File: config.mk
export PLATFORM = sky130hd
export DESIGN_NAME = fetch_stage_flat
export DESIGN_NICKNAME = d
export VERILOG_FILES = /design/src/rtl/fetch_stage_pkg.sv /design/src/rtl/fetch_stage_if.sv /design/src/rtl/fetch_stage_buffer.sv /design/src/rtl/fetch_stage.sv /design/src/flat_wrapper.sv
export SDC_FILE = /design/constraint.sdc
export NUM_CORES = 1
export LEC_CHECK = 0
export ABC_AREA = 1
export BUFFER_PORTS_ARGS = -buffer_cell sky130_fd_sc_hd__buf_2
export CAP_MARGIN = 20
export CORE_AREA = 3 3 139 141
export CTS_CLUSTER_DIAMETER = 200
export DETAILED_ROUTE_END_ITERATION = 12
export DIE_AREA = 0 0 142 144
export GPL_ROUTABILITY_DRIVEN = 0
export PLACE_DENSITY_LB_ADDON = 0.08
export REMOVE_ABC_BUFFERS = 1
export SYNTH_ARGS = -nofsm -noshare
export SYNTH_HDL_FRONTEND = slang
export SYNTH_HIERARCHICAL = 1
export SYNTH_SLANG_ARGS = --single-unit
File: constraint.sdc
create_clock -name clk -period 4.35 [get_ports clk]
set_clock_uncertainty 0.2 [all_clocks]
set_input_delay 0.435 -clock clk [delete_from_list [all_inputs] [get_ports clk]]
set_output_delay 0.435 -clock clk [all_outputs]
set_load 0.02 [all_outputs]
File: src/rtl/fetch_stage_pkg.sv
// Shared types and constants for the instruction fetch stage.
//   ARCH_LEN / INST_LEN  : address and instruction widths
//   NOP_INST             : bubble presented to decode when no instruction is valid
//   FETCH_BUF_DEPTH      : default instruction buffer depth
//   fetch_state_t        : request FSM states
//   fetch_buf_entry_t    : one buffered instruction with its PC
package fetch_stage_pkg;

   localparam int ARCH_LEN = 32;
   localparam int INST_LEN = 32;

   localparam logic [INST_LEN-1:0] NOP_INST        = 32'h0000_0013;
   localparam int                  FETCH_BUF_DEPTH = 2;

   typedef enum logic [1:0] {
      IDLE = 2'd0,
      REQ  = 2'd1,
      WAIT = 2'd2,
      DROP = 2'd3
   } fetch_state_t;

   typedef struct packed {
      logic [INST_LEN-1:0] inst;
      logic [ARCH_LEN-1:0] pc;
   } fetch_buf_entry_t;

endpackage

File: src/rtl/fetch_stage_if.sv
// Instruction memory channel between fetch (master) and instruction memory (slave).
//   req_valid / req_ready / req_addr : word read request, valid/ready handshake
//   rsp_valid / rsp_data             : in-order response, one per accepted request
interface fetch_stage_if;
   import fetch_stage_pkg::*;

   logic                req_valid;
   logic                req_ready;
   logic [ARCH_LEN-1:0] req_addr;
   logic                rsp_valid;
   logic [INST_LEN-1:0] rsp_data;

   modport master (output req_valid, req_addr, input  req_ready, rsp_valid, rsp_data);
   modport slave  (input  req_valid, req_addr, output req_ready, rsp_valid, rsp_data);

endinterface

File: src/rtl/fetch_stage_buffer.sv
// Fetch instruction buffer: synchronous FIFO of fetch_buf_entry_t.
//   clk, rst_n       : clock, asynchronous active-low reset
//   push, push_data  : write one entry
//   pop              : drop the head entry (caller guarantees non-empty)
//   flush            : empty the FIFO; wins over push and pop
//   head             : current head entry (combinational)
//   count            : number of valid entries
module fetch_stage_buffer
   import fetch_stage_pkg::*;
#(
   parameter  int DEPTH = FETCH_BUF_DEPTH,
   localparam int CNT_W = $clog2(DEPTH) + 1
) (
   input  logic             clk,
   input  logic             rst_n,
   input  logic             push,
   input  fetch_buf_entry_t push_data,
   input  logic             pop,
   input  logic             flush,
   output fetch_buf_entry_t head,
   output logic [CNT_W-1:0] count
);

   localparam int PTR_W = $clog2(DEPTH);

   fetch_buf_entry_t   mem [DEPTH];
   logic [PTR_W-1:0]   rd_ptr;
   logic [PTR_W-1:0]   wr_ptr;

   always_ff @(posedge clk) begin
      if (push && !flush) mem[wr_ptr] <= push_data;
   end

   // DEPTH is a power of two, so the pointers wrap naturally.
   always_ff @(posedge clk or negedge rst_n) begin
      if (!rst_n) begin
         rd_ptr <= '0;
         wr_ptr <= '0;
         count  <= '0;
      end else if (flush) begin
         rd_ptr <= '0;
         wr_ptr <= '0;
         count  <= '0;
      end else begin
         if (push) wr_ptr <= wr_ptr + 1'b1;
         if (pop)  rd_ptr <= rd_ptr + 1'b1;
         unique case ({push, pop})
            2'b10:   count <= count + 1'b1;
            2'b01:   count <= count - 1'b1;
            default: count <= count;
         endcase
      end
   end

   assign head = mem[rd_ptr];

endmodule

File: src/rtl/fetch_stage.sv
// Instruction fetch stage: owns the PC, issues word reads to instruction memory
// (one outstanding at a time), buffers responses and feeds decode. Redirects
// from EXE flush the buffer and retarget the PC; a response belonging to a
// killed request is dropped.
//   clk, rst_n        : clock, asynchronous active-low reset
//   imem              : instruction memory request/response channel (master)
//   redirect_valid/pc : EXE redirect and target (low two bits ignored)
//   stall_dec_in      : decode cannot accept this cycle
//   inst_fetched_out  : buffer head instruction, NOP_INST when not valid
//   fetch_valid_out   : buffer head is valid
//   fetch_pc_out      : PC of buffer head, 0 when not valid
// Build option FETCH_PERF_EN adds saturating counters perf_stall_cnt
// (valid & stalled cycles) and perf_redirect_cnt (redirect cycles).
//
// state | meaning
// IDLE  | no request outstanding; start one when a buffer slot is free
// REQ   | request presented, address held until accepted
// WAIT  | request accepted, response will be buffered
// DROP  | request accepted but killed by a redirect, response discarded
module fetch_stage
   import fetch_stage_pkg::*;
#(
   parameter logic [ARCH_LEN-1:0] RESET_PC  = '0,
   parameter int                  BUF_DEPTH = FETCH_BUF_DEPTH
) (
   input  logic                clk,
   input  logic                rst_n,
   fetch_stage_if.master       imem,
   input  logic                redirect_valid,
   input  logic [ARCH_LEN-1:0] redirect_pc,
   input  logic                stall_dec_in,
   output logic [INST_LEN-1:0] inst_fetched_out,
   output logic                fetch_valid_out,
   output logic [ARCH_LEN-1:0] fetch_pc_out
`ifdef FETCH_PERF_EN
   ,
   output logic [31:0]         perf_stall_cnt,
   output logic [31:0]         perf_redirect_cnt
`endif
);

   localparam int CNT_W = $clog2(BUF_DEPTH) + 1;

   fetch_state_t        state;
   logic [ARCH_LEN-1:0] pc;
   logic [ARCH_LEN-1:0] req_pc;
   logic                kill;

   fetch_buf_entry_t    head;
   fetch_buf_entry_t    push_entry;
   logic [CNT_W-1:0]    buf_count;
   logic                buf_push;
   logic                buf_pop;
   logic                req_accept;
   logic [ARCH_LEN-1:0] redirect_pc_al;

   assign redirect_pc_al = {redirect_pc[ARCH_LEN-1:2], 2'b00};
   assign req_accept     = (state == REQ) && imem.req_ready;
   assign buf_push       = (state == WAIT) && imem.rsp_valid && !redirect_valid;
   assign buf_pop        = fetch_valid_out && !stall_dec_in && !redirect_valid;
   assign push_entry     = '{inst: imem.rsp_data, pc: req_pc};

   fetch_stage_buffer #(.DEPTH(BUF_DEPTH)) u_buffer (
      .clk       (clk),
      .rst_n     (rst_n),
      .push      (buf_push),
      .push_data (push_entry),
      .pop       (buf_pop),
      .flush     (redirect_valid),
      .head      (head),
      .count     (buf_count)
   );

   assign fetch_valid_out  = (buf_count != '0);
   assign inst_fetched_out = fetch_valid_out ? head.inst : NOP_INST;
   assign fetch_pc_out     = fetch_valid_out ? head.pc : '0;

   assign imem.req_valid = (state == REQ);
   assign imem.req_addr  = req_pc;

   // Entering REQ only with count < BUF_DEPTH reserves the slot the response
   // will occupy, since only one request is ever in flight. Once a redirect
   // has killed the held request, pc already holds the target and must not
   // be advanced by the accept.
   always_ff @(posedge clk or negedge rst_n) begin
      if (!rst_n) begin
         state  <= IDLE;
         pc     <= RESET_PC;
         req_pc <= '0;
         kill   <= 1'b0;
      end else begin
         if (redirect_valid)          pc <= redirect_pc_al;
         else if (req_accept && !kill) pc <= pc + ARCH_LEN'(4);

         unique case (state)
            IDLE: begin
               if (!redirect_valid && (buf_count < CNT_W'(BUF_DEPTH))) begin
                  state  <= REQ;
                  req_pc <= pc;
                  kill   <= 1'b0;
               end
            end
            REQ: begin
               if (req_accept)          state <= (kill || redirect_valid) ? DROP : WAIT;
               else if (redirect_valid) kill  <= 1'b1;
            end
            WAIT: begin
               if (imem.rsp_valid)      state <= IDLE;
               else if (redirect_valid) state <= DROP;
            end
            DROP: begin
               if (imem.rsp_valid) state <= IDLE;
            end
            default: state <= IDLE;
         endcase
      end
   end

`ifdef FETCH_PERF_EN
   always_ff @(posedge clk or negedge rst_n) begin
      if (!rst_n) begin
         perf_stall_cnt    <= '0;
         perf_redirect_cnt <= '0;
      end else begin
         if (fetch_valid_out && stall_dec_in && (perf_stall_cnt != '1))
            perf_stall_cnt <= perf_stall_cnt + 32'd1;
         if (redirect_valid && (perf_redirect_cnt != '1))
            perf_redirect_cnt <= perf_redirect_cnt + 32'd1;
      end
   end
`endif

   // A response with nothing outstanding is a memory-side protocol error.
   a_rsp_outstanding: assert property (@(posedge clk) disable iff (!rst_n)
      imem.rsp_valid |-> ((state == WAIT) || (state == DROP)));

endmodule

File: src/flat_wrapper.sv
// flat-port wrapper written by rule: the top's interface ports become plain ports
module fetch_stage_flat import fetch_stage_pkg::*;
#(
   parameter logic [ARCH_LEN-1:0] RESET_PC  = '0,
   parameter int                  BUF_DEPTH = FETCH_BUF_DEPTH
)
  (clk, rst_n, redirect_valid, redirect_pc, stall_dec_in, inst_fetched_out, fetch_valid_out, fetch_pc_out, imem_req_valid, imem_req_addr, imem_req_ready, imem_rsp_valid, imem_rsp_data);
  fetch_stage_if imem_i ();
  input  logic clk;
  input  logic rst_n;
  input  logic redirect_valid;
  input  logic [ARCH_LEN-1:0] redirect_pc;
  input  logic stall_dec_in;
  output logic [INST_LEN-1:0] inst_fetched_out;
  output logic fetch_valid_out;
  output logic [ARCH_LEN-1:0] fetch_pc_out;
  output wire logic [$bits(imem_i.req_valid)-1:0] imem_req_valid;
  output wire logic [$bits(imem_i.req_addr)-1:0] imem_req_addr;
  input wire logic [$bits(imem_i.req_ready)-1:0] imem_req_ready;
  input wire logic [$bits(imem_i.rsp_valid)-1:0] imem_rsp_valid;
  input wire logic [$bits(imem_i.rsp_data)-1:0] imem_rsp_data;
  assign imem_req_valid = imem_i.req_valid;
  assign imem_req_addr = imem_i.req_addr;
  assign imem_i.req_ready = imem_req_ready;
  assign imem_i.rsp_valid = imem_rsp_valid;
  assign imem_i.rsp_data = imem_rsp_data;
  fetch_stage #(.RESET_PC(RESET_PC), .BUF_DEPTH(BUF_DEPTH)) u_core (.clk(clk), .rst_n(rst_n), .imem(imem_i), .redirect_valid(redirect_valid), .redirect_pc(redirect_pc), .stall_dec_in(stall_dec_in), .inst_fetched_out(inst_fetched_out), .fetch_valid_out(fetch_valid_out), .fetch_pc_out(fetch_pc_out));
endmodule
==> flow_summary.json <==
{
  "track_usage_pct": 19.52,
  "endpoint_kind": "output port",
  "worstSetupStartpointType": "register",
  "grt_overflow": 0,
  "criticalPathCategory": "register to output port",
  "die_h_microns": 144,
  "portBuffers": 163,
  "worst_ep_arrival_time_ps": 2350,
  "routed_wl_microns": 19270,
  "antenna_left": 0,
  "fin_crit_ps": 2984,
  "grt_max_degree": 60,
  "grt_pass1_wl_microns": 31210,
  "async_flop_share_pct": 34.36,
  "slew_viol_final": 0,
  "fmax_ghz": 0.3352,
  "final_area_sq_mm": 0.01098,
  "hold_path.class": "input port to register",
  "cts_setup_buffers": 0,
  "cts_buffer_depth": 2,
  "synth.cell_area_sq_mm": 0.009009,
  "syn_inst": 846,
  "status": "complete, no violations",
  "cts-root-buf": "clkbuf_16",
  "clkSinkCount": 195,
  "synth-edff-count": 128,
  "finalCritPeriodShare_pct": 68.59,
  "ir_drop_mv": 0.3319,
  "drive_gt1_share_pct": 28.29,
  "drc": 0,
  "mostFrequentLayoutCell": "nand2_1",
  "initial_core_util_pct": 49.81,
  "insertedDiodeCount": 0,
  "htree_levels": 4,
  "drtIter0Drc": 422,
  "num_vias": 6311,
  "p_per_area_mw_per_mm2": 499.9,
  "finalNonFillerCells": 1286,
  "wire_per_inst_microns": 14.98,
  "worst_pin_slew_ps": 958.3,
  "die_w_microns": 142,
  "synthDistinctLibCells": 39,
  "die-area_sq_mm": 0.02045,
  "p_leak_nw": 4.935,
  "core_area_sq_mm": 0.01809,
  "cts_buffers": 17,
  "grt_pass1_vias": 6199,
  "dp.cells": 1221,
  "cap_violations": 0,
  "synthToLayoutAreaGrowth_pct": 21.90,
  "cts_resized": 0,
  "crit_required_ps": 3710,
  "synthFlopType": "edfxtp_1",
  "yosysWarnings": 6,
  "synthesis.area_per_instance_sq_um": 10.65,
  "dp_hpwl_microns": 12930,
  "insertion_delay_ps": 430,
  "path_clk_slew_ps": 70,
  "final_cell_mix": "nand2_1 (170), buf_2 (163), edfxtp_1 (128)",
  "io_pins": 168,
  "via_per_inst": 4.907,
  "setup_viol": 0,
  "ys_ff_latch": 195,
  "hold_viol": 0,
  "synth_seq_area_share_pct": 61.28,
  "dr.pass1.iters": 5,
  "placementRows": 49,
  "antenna_found_initial": 0,
  "crit_fanout": 39,
  "cts_tree": "built",
  "setup_tns_ps": 0,
  "rsz0062_at_grt": "false",
  "post_dp_cell_area_sq_mm": 0.01008,
  "slew_headroom_pct": 35.89,
  "final_nets": 1115
}
==> state kept, by name (all words and copies together) (netlist names) <==
register,flops
u_core/kill,1
u_core/u_buffer/mem,128
u_core/pc,30
u_core/u_buffer/wr_ptr,1
u_core/imem.req_addr,30
u_core/u_buffer/rd_ptr,1
u_core/u_buffer/count,2
u_core/state,2
==> kinds of logic after synthesis <==
group,Yosys count,synth area share [%]
mux,64,9.583
buf+inv,145,6.764
other cells,1,0.04163
fa+ha+maj,1,0.1389
xor+xnor,6,0.5833
simple gates,367,17.39
flops,195,61.28
compound gates,67,4.222
==> synthesized netlist by cell type, types with 2 or more instances <==
cell | n | area [sq um]
xor2_1 | 6 | 52.55
inv_1 | 108 | 405.4
nand3_1 | 44 | 220.2
mux2_2 | 26 | 292.8
buf_1 | 3 | 11.26
buf_4 | 5 | 37.54
nor3_1 | 3 | 15.01
nor2_1 | 121 | 454.2
o21ai_0 | 33 | 165.2
dfrtp_1 | 67 | 1677
o21ai_1 | 9 | 45.04
inv_2 | 4 | 15.01
and2_1 | 2 | 12.51
a31oi_1 | 2 | 12.51
nand4_1 | 4 | 25.02
buf_6 | 5 | 56.30
o221ai_1 | 2 | 17.52
o211ai_1 | 6 | 45.04
nor2_4 | 7 | 78.83
nand2_4 | 2 | 22.52
mux2_4 | 38 | 570.6
edfxtp_1 | 128 | 3844
nand2_2 | 3 | 18.77
clkbuf_1 | 12 | 45.04
nor2_2 | 5 | 31.28
a21oi_1 | 8 | 40.04
o21bai_1 | 4 | 30.03
nand2_1 | 171 | 641.9
buf_2 | 6 | 30.03
or2_2 | 3 | 18.77
==> metal layers <==
metal | wire length, microns | up-vias | GRT usage [%]
met1 | 8840 | 2994 | 25.89
met3 | 766 | 13 | 3.439
li1 | - | 3164 | -
met5 | 0 | - | 0
met2 | 9461 | 140 | 33.49
met4 | 197 | 0 | 5.152
==> critical path, cell delays in order (launching register included) <==
cell and delay (ps):
dfrtp_4 820, buf_12 310, mux2_4 320, or2_2 290, buf_2 160
==> worst paths after layout <==
path,end,slack [ps],cells after the start,start
worst max register to register,u_core/u_buffer/mem[0][8],1560,5,u_core/state[1]
max in group asynchronous,u_core/imem.req_addr[7],2830,3,rst_n
min in group asynchronous,u_core/imem.req_addr[23],440,2,rst_n
worst max-delay path,inst_fetched_out[0],1370,4,u_core/u_buffer/rd_ptr
worst min-delay path,u_core/pc[24],40,3,redirect_pc[24]
worst min register to register,u_core/u_buffer/mem[1][10],290,0,u_core/imem.req_addr[10]
==> power by group <==
part           leakage (nW)  switching, mW  internal [mW]
registers              1.99          0.253           2.29
logic                  2.68          0.957          0.503
clock network         0.267          0.730          0.756
==> area by class of cell <==
type                       instances  area, sq um
fill                            1572         7104
sequential                       195         5524
multi-input combinational        511         2923
timing repair buffer             205         1251
inverter                         114        429.2
clock buffer                      17        425.4
tap                              229        286.5
clock inverter                    15        142.6
==> timing repair <==
| action | in CTS | in global routing |
|---|---|---|
| setup endpoints to repair | 0 | 0 |
| hold endpoints to repair | 98 | 0 |
| hold buffers | 33 | 0 |
==> stage by stage <==
| step | hold slack [ps] | util [%] | setup slack [ps] | total power [mW] |
|---|---|---|---|---|
| global route | 38.53 | 60.72 | 1247 | 5.815 |
| CTS | 24.82 | 60.72 | 1296 | 5.554 |
| floorplan | -60.59 | - | 34.55 | 3.487 |
| finish | 38.27 | 60.72 | 1366 | 5.489 |
| global placement | 275.3 | 55.75 | 1553 | 4.011 |
| detailed placement | 271.4 | 55.75 | 1514 | 4.039 |
No activity file was read; power rests on OpenSTA's default activity.
